===== config.mk =====
export PLATFORM = sky130hd
export DESIGN_NAME = sp_mem_arbiter
export DESIGN_NICKNAME = d
export VERILOG_FILES = /design/src/rtl/sp_mem_arbiter.sv
export SDC_FILE = /design/constraint.sdc
export NUM_CORES = 1
export LEC_CHECK = 0
export CELL_PAD_IN_SITES_DETAIL_PLACEMENT = 2
export CELL_PAD_IN_SITES_GLOBAL_PLACEMENT = 2
export CORE_MARGIN = 2
export CORE_UTILIZATION = 27
export DETAILED_ROUTE_END_ITERATION = 12
export PLACE_DENSITY = 0.88
export SETUP_SLACK_MARGIN = 0.05
export SYNTH_ARGS = -nofsm -noshare
export SYNTH_HDL_FRONTEND = slang
export SYNTH_SLANG_ARGS = --single-unit

===== constraint.sdc =====
create_clock -name clk_i -period 6.1 [get_ports clk_i]
set_input_delay 1.525 -clock clk_i [delete_from_list [all_inputs] [get_ports clk_i]]
set_output_delay 1.525 -clock clk_i [all_outputs]
set_load 0.02 [all_outputs]

===== src/rtl/sp_mem_arbiter.sv =====
// Two-port round-robin arbiter in front of a single-port memory with an async read path.
// Partial-byte writes take one extra read-modify-write cycle.
module sp_mem_arbiter #(
  parameter int unsigned WIDTH      = 32,
  parameter int unsigned ADDR_WIDTH = 30
) (
  input  logic                    clk_i,
  input  logic                    rstn_i,
  // port 0 (fetch)
  input  logic                    req_0_i,
  input  logic                    we_0_i,
  input  logic [ADDR_WIDTH-1:0]   addr_0_i,
  input  logic [WIDTH-1:0]        wdata_0_i,
  input  logic [WIDTH/8-1:0]      be_0_i,
  output logic                    gnt_0_o,
  output logic                    rvalid_0_o,
  output logic [WIDTH-1:0]        rdata_0_o,
  // port 1 (data)
  input  logic                    req_1_i,
  input  logic                    we_1_i,
  input  logic [ADDR_WIDTH-1:0]   addr_1_i,
  input  logic [WIDTH-1:0]        wdata_1_i,
  input  logic [WIDTH/8-1:0]      be_1_i,
  output logic                    gnt_1_o,
  output logic                    rvalid_1_o,
  output logic [WIDTH-1:0]        rdata_1_o,
  // memory side
  output logic                    mem_read_o,
  output logic [ADDR_WIDTH-1:0]   mem_raddr_o,
  input  logic [WIDTH-1:0]        mem_rdata_i,
  output logic                    mem_write_o,
  output logic [ADDR_WIDTH-1:0]   mem_waddr_o,
  output logic [WIDTH-1:0]        mem_wdata_o
);

  localparam int unsigned NB = WIDTH / 8;

  localparam logic [0:0] S_IDLE = 1'b0;
  localparam logic [0:0] S_RMW  = 1'b1;

  logic [0:0]            state_q, state_d;
  logic                  ptr_q, ptr_d;
  logic                  rvalid_0_q, rvalid_0_d;
  logic                  rvalid_1_q, rvalid_1_d;
  logic [WIDTH-1:0]      rdata_0_q, rdata_0_d;
  logic [WIDTH-1:0]      rdata_1_q, rdata_1_d;
  logic                  rmw_port_q, rmw_port_d;
  logic [ADDR_WIDTH-1:0] rmw_addr_q, rmw_addr_d;
  logic [WIDTH-1:0]      rmw_wdata_q, rmw_wdata_d;
  logic [NB-1:0]         rmw_be_q, rmw_be_d;

  logic                  grant;
  logic                  sel;
  logic                  sel_we;
  logic [ADDR_WIDTH-1:0] sel_addr;
  logic [WIDTH-1:0]      sel_wdata;
  logic [NB-1:0]         sel_be;
  logic [WIDTH-1:0]      merged;

  // Byte merge of latched write data over the current memory contents.
  always_comb begin
    merged = mem_rdata_i;
    for (int unsigned k = 0; k < NB; k++) begin
      if (rmw_be_q[k]) merged[k*8 +: 8] = rmw_wdata_q[k*8 +: 8];
    end
  end

  always_comb begin
    state_d     = state_q;
    ptr_d       = ptr_q;
    rvalid_0_d  = 1'b0;
    rvalid_1_d  = 1'b0;
    rdata_0_d   = rdata_0_q;
    rdata_1_d   = rdata_1_q;
    rmw_port_d  = rmw_port_q;
    rmw_addr_d  = rmw_addr_q;
    rmw_wdata_d = rmw_wdata_q;
    rmw_be_d    = rmw_be_q;
    grant       = 1'b0;
    sel         = 1'b0;
    sel_we      = 1'b0;
    sel_addr    = '0;
    sel_wdata   = '0;
    sel_be      = '0;
    gnt_0_o     = 1'b0;
    gnt_1_o     = 1'b0;
    mem_read_o  = 1'b0;
    mem_raddr_o = '0;
    mem_write_o = 1'b0;
    mem_waddr_o = '0;
    mem_wdata_o = '0;

    // Outputs are gated by reset so it takes effect without waiting for a clock.
    if (rstn_i) begin
      case (state_q)
        S_IDLE: begin
          if (req_0_i && req_1_i) begin
            grant = 1'b1;
            sel   = ~ptr_q;
          end else if (req_0_i || req_1_i) begin
            grant = 1'b1;
            sel   = req_1_i;
          end

          if (grant) begin
            ptr_d   = sel;
            gnt_0_o = ~sel;
            gnt_1_o = sel;
            if (sel) begin
              sel_we    = we_1_i;
              sel_addr  = addr_1_i;
              sel_wdata = wdata_1_i;
              sel_be    = be_1_i;
            end else begin
              sel_we    = we_0_i;
              sel_addr  = addr_0_i;
              sel_wdata = wdata_0_i;
              sel_be    = be_0_i;
            end

            if (!sel_we || (&sel_be) || !(|sel_be)) begin
              if (sel) rvalid_1_d = 1'b1;
              else     rvalid_0_d = 1'b1;
            end

            if (!sel_we) begin
              mem_read_o  = 1'b1;
              mem_raddr_o = sel_addr;
              if (sel) rdata_1_d = mem_rdata_i;
              else     rdata_0_d = mem_rdata_i;
            end else if (&sel_be) begin
              mem_write_o = 1'b1;
              mem_waddr_o = sel_addr;
              mem_wdata_o = sel_wdata;
            end else if (|sel_be) begin
              state_d     = S_RMW;
              rmw_port_d  = sel;
              rmw_addr_d  = sel_addr;
              rmw_wdata_d = sel_wdata;
              rmw_be_d    = sel_be;
            end
          end
        end

        S_RMW: begin
          mem_read_o  = 1'b1;
          mem_raddr_o = rmw_addr_q;
          mem_write_o = 1'b1;
          mem_waddr_o = rmw_addr_q;
          mem_wdata_o = merged;
          if (rmw_port_q) rvalid_1_d = 1'b1;
          else            rvalid_0_d = 1'b1;
          state_d = S_IDLE;
        end

        default: state_d = S_IDLE;
      endcase
    end
  end

  always_ff @(posedge clk_i or negedge rstn_i) begin
    if (!rstn_i) begin
      state_q     <= S_IDLE;
      ptr_q       <= 1'b1;
      rvalid_0_q  <= 1'b0;
      rvalid_1_q  <= 1'b0;
      rdata_0_q   <= '0;
      rdata_1_q   <= '0;
      rmw_port_q  <= 1'b0;
      rmw_addr_q  <= '0;
      rmw_wdata_q <= '0;
      rmw_be_q    <= '0;
    end else begin
      state_q     <= state_d;
      ptr_q       <= ptr_d;
      rvalid_0_q  <= rvalid_0_d;
      rvalid_1_q  <= rvalid_1_d;
      rdata_0_q   <= rdata_0_d;
      rdata_1_q   <= rdata_1_d;
      rmw_port_q  <= rmw_port_d;
      rmw_addr_q  <= rmw_addr_d;
      rmw_wdata_q <= rmw_wdata_d;
      rmw_be_q    <= rmw_be_d;
    end
  end

  assign rvalid_0_o = rvalid_0_q;
  assign rvalid_1_o = rvalid_1_q;
  assign rdata_0_o  = rdata_0_q;
  assign rdata_1_o  = rdata_1_q;

endmodule


Yosys cells after proc, flatten, opt, wreduce, memory -nomap -nowiden
Cells that the tools add are included.

Bits in registers: 135. Logic and storage cells: 95.

Multiplexer cells: 68. Bitwise gates (word level): 5. Reductions and logical operators: 12.

Operator list (count): 2-to-1 mux 30 bit (8); 2-to-1 mux 32 bit (5); one-hot mux 30 bit (2 select lines) (2); one-hot mux 32 bit (2 select lines) (1); 2-to-1 mux 1 bit (39); 2-to-1 mux 8 bit (4); 2-to-1 mux 4 bit (4); one-hot mux 1 bit (2 select lines) (5); AND reduction 5 bit (2); AND reduction 6 bit (1); NOT 1 bit (5); AND reduction 4 bit (1); OR reduction 4 bit (1); logical OR 1 bit (3); AND reduction 3 bit (1); logical NOT 1 bit (2); logical AND 1 bit (1).

Longest topological paths before layout
Gate-level depths: netlist of run 1.

Depth after elaboration: 16. Depth in mapped cells: 8.

Least setup slack after synthesis of run 1
No wires, ideal clock.

Path type: input -> output. Start: input port req_1_i. End: output port mem_wdata_o[10]. Data arrival time: 2805 ps. Path slack: 1770 ps. Cell stages on the path: 6. Buffers on the path: 3. Cells stage by stage: a21boi_1 > buf_4 > buf_2 > buf_2 > mux2i_1 > o22ai_1.

Word-level cells in the longest chain between the ends: 15. Elaborated cells on any way between the ends: 25. Those cells by class: mux (22); reduce/logical (3).

Ends and longest elaborated chain: start, declared (line 19) `input logic req_1_i,`; logical OR 1 bit (line 100) `end else if (req_0_i || req_1_i) begin`; 2-to-1 mux 1 bit (line 100); 2-to-1 mux 1 bit (line 97) `if (req_0_i && req_1_i) begin`; 2-to-1 mux 1 bit (line 95) `case (state_q)`; 2-to-1 mux 1 bit (line 94) `if (rstn_i) begin`; 2-to-1 mux 4 bit (line 109) `if (sel) begin`; 2-to-1 mux 4 bit (line 105) `if (grant) begin`; 2-to-1 mux 4 bit (line 95); 2-to-1 mux 4 bit (line 94); AND reduction 4 bit (line 131) `end else if (&sel_be) begin`; 2-to-1 mux 32 bit (line 131); 2-to-1 mux 32 bit (line 126) `if (!sel_we) begin`; 2-to-1 mux 32 bit * (line 105); one-hot mux 32 bit (2 select lines) * (line 95); 2-to-1 mux 32 bit * (line 94); end, declared (line 33) `output logic [WIDTH-1:0] mem_wdata_o`.

Every way passes the cells marked *; elsewhere a longest branch is shown, timed or not. The select of a mux whose other input is x is not followed.

Worst setup path after layout of run 1
Start: input port req_1_i. End: output port mem_waddr_o[3].

Word-level cells in the longest chain between the ends: 15. Elaborated cells on any way between the ends: 25. Those cells by class: mux (22); reduce/logical (3).

Ends and longest elaborated chain: logical OR 1 bit (line 100); 2-to-1 mux 1 bit (line 100); 2-to-1 mux 1 bit (line 97); 2-to-1 mux 1 bit (line 95); 2-to-1 mux 1 bit (line 94); 2-to-1 mux 4 bit (line 109); 2-to-1 mux 4 bit (line 105); 2-to-1 mux 4 bit (line 95); 2-to-1 mux 4 bit (line 94); AND reduction 4 bit (line 131); 2-to-1 mux 30 bit (line 131); 2-to-1 mux 30 bit (line 126); 2-to-1 mux 30 bit * (line 105); one-hot mux 30 bit (2 select lines) * (line 95); 2-to-1 mux 30 bit * (line 94); end, declared (line 32) `output logic [ADDR_WIDTH-1:0] mem_waddr_o,`.

Marks and branches as above.

==> results by group, run 1 <==
Outcome
  • Status: finished, final reports clean

Clock network
  • CTS resizes: 0
  • Clock Sinks: 135
  • Worst-Skew Late Latency: 410 ps
  • TritonCTS clock tree: yes
  • Register clock-pin slew on the reported worst setup and hold paths: 70 ps
  • Postcts setup bufs: 0
  • Root buffer cell: clkbuf_16
  • H-tree depth: 4
  • Clk buf depth: 2
  • Number of buffers created by CTS: 17
  • Hold Buf Count CTS: 0

Worst setup path
  • WP data arrival: 4280 ps
  • Reg-to-Reg Start: ptr_q
  • Register-to-Register Path Depth: 6
  • CP Max Fanout: 19
  • WS Path Type: primary input to output port
  • CP Capture Type: output port
  • R2r setup slk: 3530 ps
  • Required @ worst endpoint: 4580 ps
  • Crit start category: primary input
  • R2R Path End: rmw_be_q[3]

Floorplanning
  • Initial Util: 0.273
  • Die Span Y: 168 µm
  • Core area: 26,700 µm²
  • Die W: 168 µm
  • Top Ports: 332
  • # rows: 60
  • Die ar.: 28,300 µm²

Global routing
  • Tot GR Track Use: 0.206
  • Vias in the first global route: 7,135
  • Initial antenna violation count: 1
  • Wire length of the first global-routing pass: 44,300 µm
  • Largest net degree at the start of global routing: 64
  • Grt total ovfl: 0

Yosys
  • Sequential fraction of the synthesis area: 0.463
  • Gate Count Post-Synth: 631
  • Mapped Avg Cell Area: 11.6 µm²
  • Ys Warns: 0
  • Yosys cell types: 30
  • Seq cells post-synth: 135
  • Mapped Nets: 801
  • Synth Cell Area: 7290 µm²

Power
  • Design Power: 4.03 mW
  • Power density cells: 351 nW/µm²
  • P_leak: 4.65 nW
  • Maximum vdd drop: 0.000160 V

Timing
  • Setup TNS: 0 ps
  • Final setup viols: 0
  • Worst slew pin tran: 916 ps
  • Final hold viol count: 0
  • Tcrit/Tclk final: 0.952
  • Slew HR: 0.389
  • Layout Skew: 10.1 ps
  • Period minus WS final: 5810 ps
  • Hold Slack: 501 ps
  • Slew Viols, Final: 0
  • Fmax: 172 MHz
  • Unrepaired setup endpoints after global routing: false
  • Setup slack after layout: 295 ps

Cells and area
  • Area delta synth->final: 57.5%
  • Finished Layout Cells: 1,303
  • # diodes: 0
  • Layout cells sized above 1: 0.199
  • Nets: 1,120

Placed design
  • Final HPWL DP: 21,900 µm
  • # placed instances: 1,272
  • GPL Wtd Cong: 0.753
  • Dpl ws: 265 ps
  • I/O Buffers: 331

Min path
  • Worst Hold Class: flip-flop to flip-flop
  • Hold Crit Start: rmw_addr_q[22]
  • Worst hold endpoint: rmw_addr_q[22]
  • Hold Crit Depth: 1

Routing
  • Drt pass-1 iters: 6
  • Final ANT Viol Nets: 0
  • Final wirelength: 29,100 µm
  • Vias per cell: 4.85
  • WL/cell: 22.3 µm
  • Iteration-0 DRC Markers: 162
  • Via count: 6,326
  • DRC violations left: 0

Job
  • Max-cap violations: 0
-- worst max-delay path, stage by stage --
cell,delay [ps]
clkdlybuf4s50_1,530
nand2b_1,170
a32o_1,330
a21oi_2,730
buf_4,360
nor2_1,80
clkdlybuf4s50_1,550
-- worst max-delay path by stage --
stage | end | cells after the start | from
6_report | mem_waddr_o[3] | 7 | req_1_i
5_1_grt | mem_waddr_o[6] | 7 | req_1_i
4_1_cts | mem_waddr_o[3] | 7 | be_0_i[2]
3_5_place_dp | mem_waddr_o[3] | 7 | be_0_i[2]
3_3_place_gp | mem_waddr_o[5] | 7 | be_0_i[2]
2_1_floorplan | mem_wdata_o[10] | 6 | req_1_i
-- layer usage --
metal  track usage  vias up  share of wire
li1              -     2873              -
met1         0.235     3191           0.40
met2         0.366      228           0.51
met3        0.0701       32          0.074
met4        0.0558        2          0.019
met5             0        -        0.00045
-- area by class of cell --
class | count | area (µm²)
Fill cell | 2810 | 15200
Timing Repair Buffer | 349 | 3450
Clock buffer | 17 | 425
Inverter | 36 | 135
Clock inverter | 14 | 118
Sequential cell | 135 | 3380
Tap cell | 341 | 427
Multi-Input combinational cell | 411 | 3550
-- cell usage after synthesis --
master / instances / area (µm²)
nand2b_1: 31 / 194
a21o_1: 2 / 15.0
dfstp_2: 1 / 26.3
mux2i_1: 97 / 971
a311oi_1: 1 / 8.76
nor2_1: 62 / 233
nand3_1: 3 / 15.0
nand4_1: 4 / 25.0
mux2_1: 1 / 11.3
buf_1: 5 / 18.8
nor2b_1: 2 / 12.5
a32o_1: 1 / 10.0
buf_6: 6 / 67.6
o211ai_1: 30 / 225
or4_1: 2 / 15.0
buf_4: 5 / 37.5
mux2_2: 132 / 1490
nand4b_4: 1 / 23.8
and2b_1: 1 / 7.51
a21boi_1: 1 / 7.51
dfrtp_1: 134 / 3350
a21oi_1: 1 / 5.00
o22ai_1: 33 / 206
clkbuf_1: 17 / 63.8
o21ai_0: 2 / 10.0
inv_2: 1 / 3.75
nand2_1: 3 / 11.3
a21oi_4: 1 / 16.3
inv_1: 35 / 131
buf_2: 16 / 80.1
-- registers in the layout, indices dropped and copies added, names as in the netlist --
signal       flops
rdata_0_o       32
rmw_port_q       1
rmw_be_q         4
ptr_q            1
rmw_wdata_q     32
rdata_1_o       32
rmw_addr_q      30
rvalid_1_o       1
rvalid_0_o       1
state_q          1
-- where the power goes --
group	leakage [nW]	total [mW]	switching, mW	internal, mW
clock network	0.259	0.969	0.441	0.528
logic	2.80	1.61	0.761	0.846
registers	1.59	1.45	0.229	1.22
total	4.65	4.03	1.43	2.60
-- placed cells by master (no fill, tap or decap) --
cell type	synthesis	final
clkdlybuf4s50_1	0	330
dfrtp_1	134	133
mux2_2	132	132
mux2i_1	97	97
nor2_1	62	62
inv_1	35	35
o22ai_1	33	33
nand2b_1	31	31
o211ai_1	30	30
buf_4	5	18
clkbuf_16	0	17
inv_6	0	5
nand4_1	4	4
clkinv_4	0	4
nand3_1	3	3
nand2_1	3	3
clkinvlp_4	0	3
or4_1	2	2
o21ai_0	2	2
a21o_1	2	2
and2b_1	1	1
a21boi_4	0	1
a32o_1	1	1
a21oi_2	0	1
nor2b_1	2	1
a311oi_4	0	1
nand4b_4	1	1
inv_2	1	1
a21oi_4	1	1
nor2b_4	0	1
mux2_1	1	1
inv_8	0	1
clkinv_2	0	1
buf_6	6	1
dfstp_2	1	1
dfrtp_2	0	1
-- per-stage QoR --
stage                     area, µm²   util
after floorplan                7290      -
final                         11500  0.430
after CTS                     11500  0.430
after detailed placement      10900  0.409
after global routing          11500  0.430
after global placement        10900  0.409
-- kinds of logic after synthesis --
kind of cell / count (synthesis) / synth area share
multiplexers: 230 / 0.339
flip-flops: 135 / 0.463
AND/OR/NAND/NOR: 109 / 0.0736
buffers and inverters: 85 / 0.0553
AO/OA/AOI/OAI: 72 / 0.0691
Power figures use the tool's default switching activity.
==> inputs of run 2 (changes only) <==
REMOVE_ABC_BUFFERS = 1   (was not set)
==> run 2 against run 1 <==
  * Via count fell by 0.73%
  * Sequential cell count did not move
  * Routed wire length fell by 4.2%
  * Worst setup slack improved by 86 ps
  * Utilization rose by 0.070 points
  * Clock skew rose by 2.4 ps
  * Combinational power barely moved
  * Die area did not move
  * Critical endpoint is now mem_waddr_o[0]
  * Global-route usage fell by 0.69 points
  * Register-to-register slack got worse by 270 ps
  * Sequential share of layout area barely moved
==> results by group, run 2 (same netlist as run 1, synthesis figures left out) <==
Timing
  • Slew HR: 0.453 (was 0.389)
  • Period minus WS final: 5720 ps (was 5810 ps)
  • Unrepaired setup endpoints after global routing: false (unchanged)
  • Layout Skew: 12.5 ps (was 10.1 ps)
  • Tcrit/Tclk final: 0.938 (was 0.952)
  • Worst slew pin tran: 821 ps (was 916 ps)
  • Setup TNS: 0 ps (unchanged)
  • Slew Viols, Final: 0 (unchanged)
  • Fmax: 175 MHz (was 172 MHz)
  • Final hold viol count: 0 (unchanged)
  • Setup slack after layout: 381 ps (was 295 ps)
  • Final setup viols: 0 (unchanged)

Power
  • Combinational share of power: 0.398 (was 0.399)
  • Power share of the clock group: 0.243 (was 0.241)
  • Internal Power: 2.60 mW (about the same)
  • Net Sw Frac: 0.353 (was 0.355)
  • Maximum vdd drop: 0.000159 V (was 0.000160 V)
  • P_leak: 4.64 nW (was 4.65 nW)
  • Power density cells: 349 nW/µm² (was 351 nW/µm²)
  • Flop pwr share: 0.359 (was 0.361)
  • P_sw: 1.42 mW (was 1.43 mW)

Clock network
  • Register clock-pin slew on the reported worst setup and hold paths: 70 ps (about the same)
  • Worst-Skew Late Latency: 410 ps (about the same)
  • TritonCTS clock tree: yes (unchanged)
  • Number of buffers created by CTS: 17 (unchanged)
  • Clk buf depth: 2 (unchanged)
  • Clock Sinks: 135 (unchanged)
  • Hold Buf Count CTS: 0 (unchanged)
  • Root buffer cell: clkbuf_16 (unchanged)
  • H-tree depth: 4 (unchanged)
  • Postcts setup bufs: 0 (unchanged)
  • CTS resizes: 0 (unchanged)

Placed design
  • GPL Wtd Cong: 0.742 (was 0.753)
  • Dpl ws: 360 ps (was 265 ps)
  • I/O Buffers: 331 (unchanged)
  • Final HPWL DP: 20,900 µm (was 21,900 µm)

Routing
  • Vias per cell: 4.82 (was 4.85)
  • Via count: 6,280 (was 6,326)
  • Final ANT Viol Nets: 0 (unchanged)
  • Final wirelength: 27,800 µm (was 29,100 µm)
  • Drt pass-1 iters: 4 (was 6)
  • Iteration-0 DRC Markers: 130 (was 162)
  • DRC violations left: 0 (unchanged)
  • WL/cell: 21.4 µm (was 22.3 µm)

Cells and area
  • # diodes: 0 (unchanged)
  • Final Util: 0.430 (about the same)
  • Layout cells sized above 1: 0.198 (was 0.199)
  • Nets: 1,118 (was 1,120)
  • Most frequent cells in the layout: clkdlybuf4s50_1, dfrtp_1, mux2_2, mux2i_1, nor2_1 (unchanged)
  • Area delta synth->final: 57.8% (was 57.5%)
  • Most common cell after layout, fill and taps aside: clkdlybuf4s50_1 (unchanged)

Worst setup path
  • R2r setup slk: 3260 ps (was 3530 ps)
  • Reg-to-Reg Start: state_q (was ptr_q)
  • CP Capture Type: output port (unchanged)
  • WS Path Type: primary input to output port (unchanged)
  • CP Max Fanout: 17 (was 19)
  • WP data arrival: 4190 ps (was 4280 ps)
  • Required @ worst endpoint: 4580 ps (about the same)
  • End of the critical path: mem_waddr_o[0] (was mem_waddr_o[3])
  • Register-to-Register Path Depth: 7 (was 6)
  • Critical Path Start: req_0_i (was req_1_i)
  • Crit start category: primary input (unchanged)
  • R2R Path End: rdata_1_o[23] (was rmw_be_q[3])

Job
  • Max-cap violations: 0 (unchanged)

Floorplanning
  • Core area: 26,700 µm² (unchanged)
  • Die Span Y: 168 µm (unchanged)
  • # rows: 60 (unchanged)
  • Die ar.: 28,300 µm² (unchanged)
  • Initial Util: 0.273 (unchanged)
  • Die W: 168 µm (unchanged)
  • Top Ports: 332 (unchanged)

Min path
  • Hold Crit Depth: 1 (unchanged)
  • Worst Hold Class: flip-flop to flip-flop (unchanged)

Global routing
  • Vias in the first global route: 7,138 (was 7,135)
  • Initial antenna violation count: 0 (was 1)
  • Largest net degree at the start of global routing: 66 (was 64)
  • Tot GR Track Use: 0.199 (was 0.206)
  • Grt total ovfl: 0 (unchanged)
  • Wire length of the first global-routing pass: 43,300 µm (was 44,300 µm)

Outcome
  • Status: finished, final reports clean (unchanged)
==> run 2: cell type report <==
type                            instances  area [µm²]
Multi-Input combinational cell        411        3550
Sequential cell                       135        3380
Clock inverter                         14         118
Clock buffer                           18         429
Tap cell                              341         427
Timing Repair Buffer                  347        3460
Fill cell                            2757       15200
Inverter                               36         135
==> run 2: power by group through the flow <==
stage / combinational (mW) / clock [mW] / sequential [mW]
floorplan: 0.681 / 0 / 1.59
global placement: 1.56 / 0 / 1.43
detailed placement: 1.62 / 0 / 1.47
CTS: 1.63 / 1.01 / 1.45
global route: 1.72 / 1.04 / 1.49
finish: 1.60 / 0.975 / 1.44
==> run 2: through the flow <==
| stage | instances | power (mW) | cell area, µm² | hold slack (ps) |
|---|---|---|---|---|
| floorplan | 582 | 2.27 | 7020 | 462 |
| global placement | 1270 | 2.99 | 11000 | 471 |
| detailed placement | 1270 | 3.08 | 11000 | 482 |
| CTS | 1302 | 4.09 | 11500 | 502 |
| global route | 1302 | 4.25 | 11500 | 515 |
| finish | 1302 | 4.02 | 11500 | 492 |
==> run 2: how the worst min path moves through the flow <==
stage	startpoint	end
final	rdata_1_o[7]	rdata_1_o[7]
after global routing	rmw_addr_q[2]	rmw_addr_q[2]
after CTS	rmw_addr_q[2]	rmw_addr_q[2]
after detailed placement	rdata_1_o[7]	rdata_1_o[7]
after global placement	rdata_1_o[7]	rdata_1_o[7]
after floorplan	rmw_port_q	rvalid_0_o
==> run 2: per-layer routing <==
| metal | track usage | up-vias | wire (µm) |
|---|---|---|---|
| met4 | 0.0472 | 0 | 441 |
| met2 | 0.355 | 246 | 13900 |
| met3 | 0.0658 | 23 | 2200 |
| li1 | - | 2870 | - |
| met1 | 0.230 | 3141 | 11300 |
| met5 | 0 | - | 0 |
==> run 2: worst max-delay path, stage by stage <==
cell	delay, ps
clkdlybuf4s50_1	650
a21boi_4	130
a32o_1	260
a21oi_2	620
buf_4	360
nor2_1	80
clkdlybuf4s50_1	560
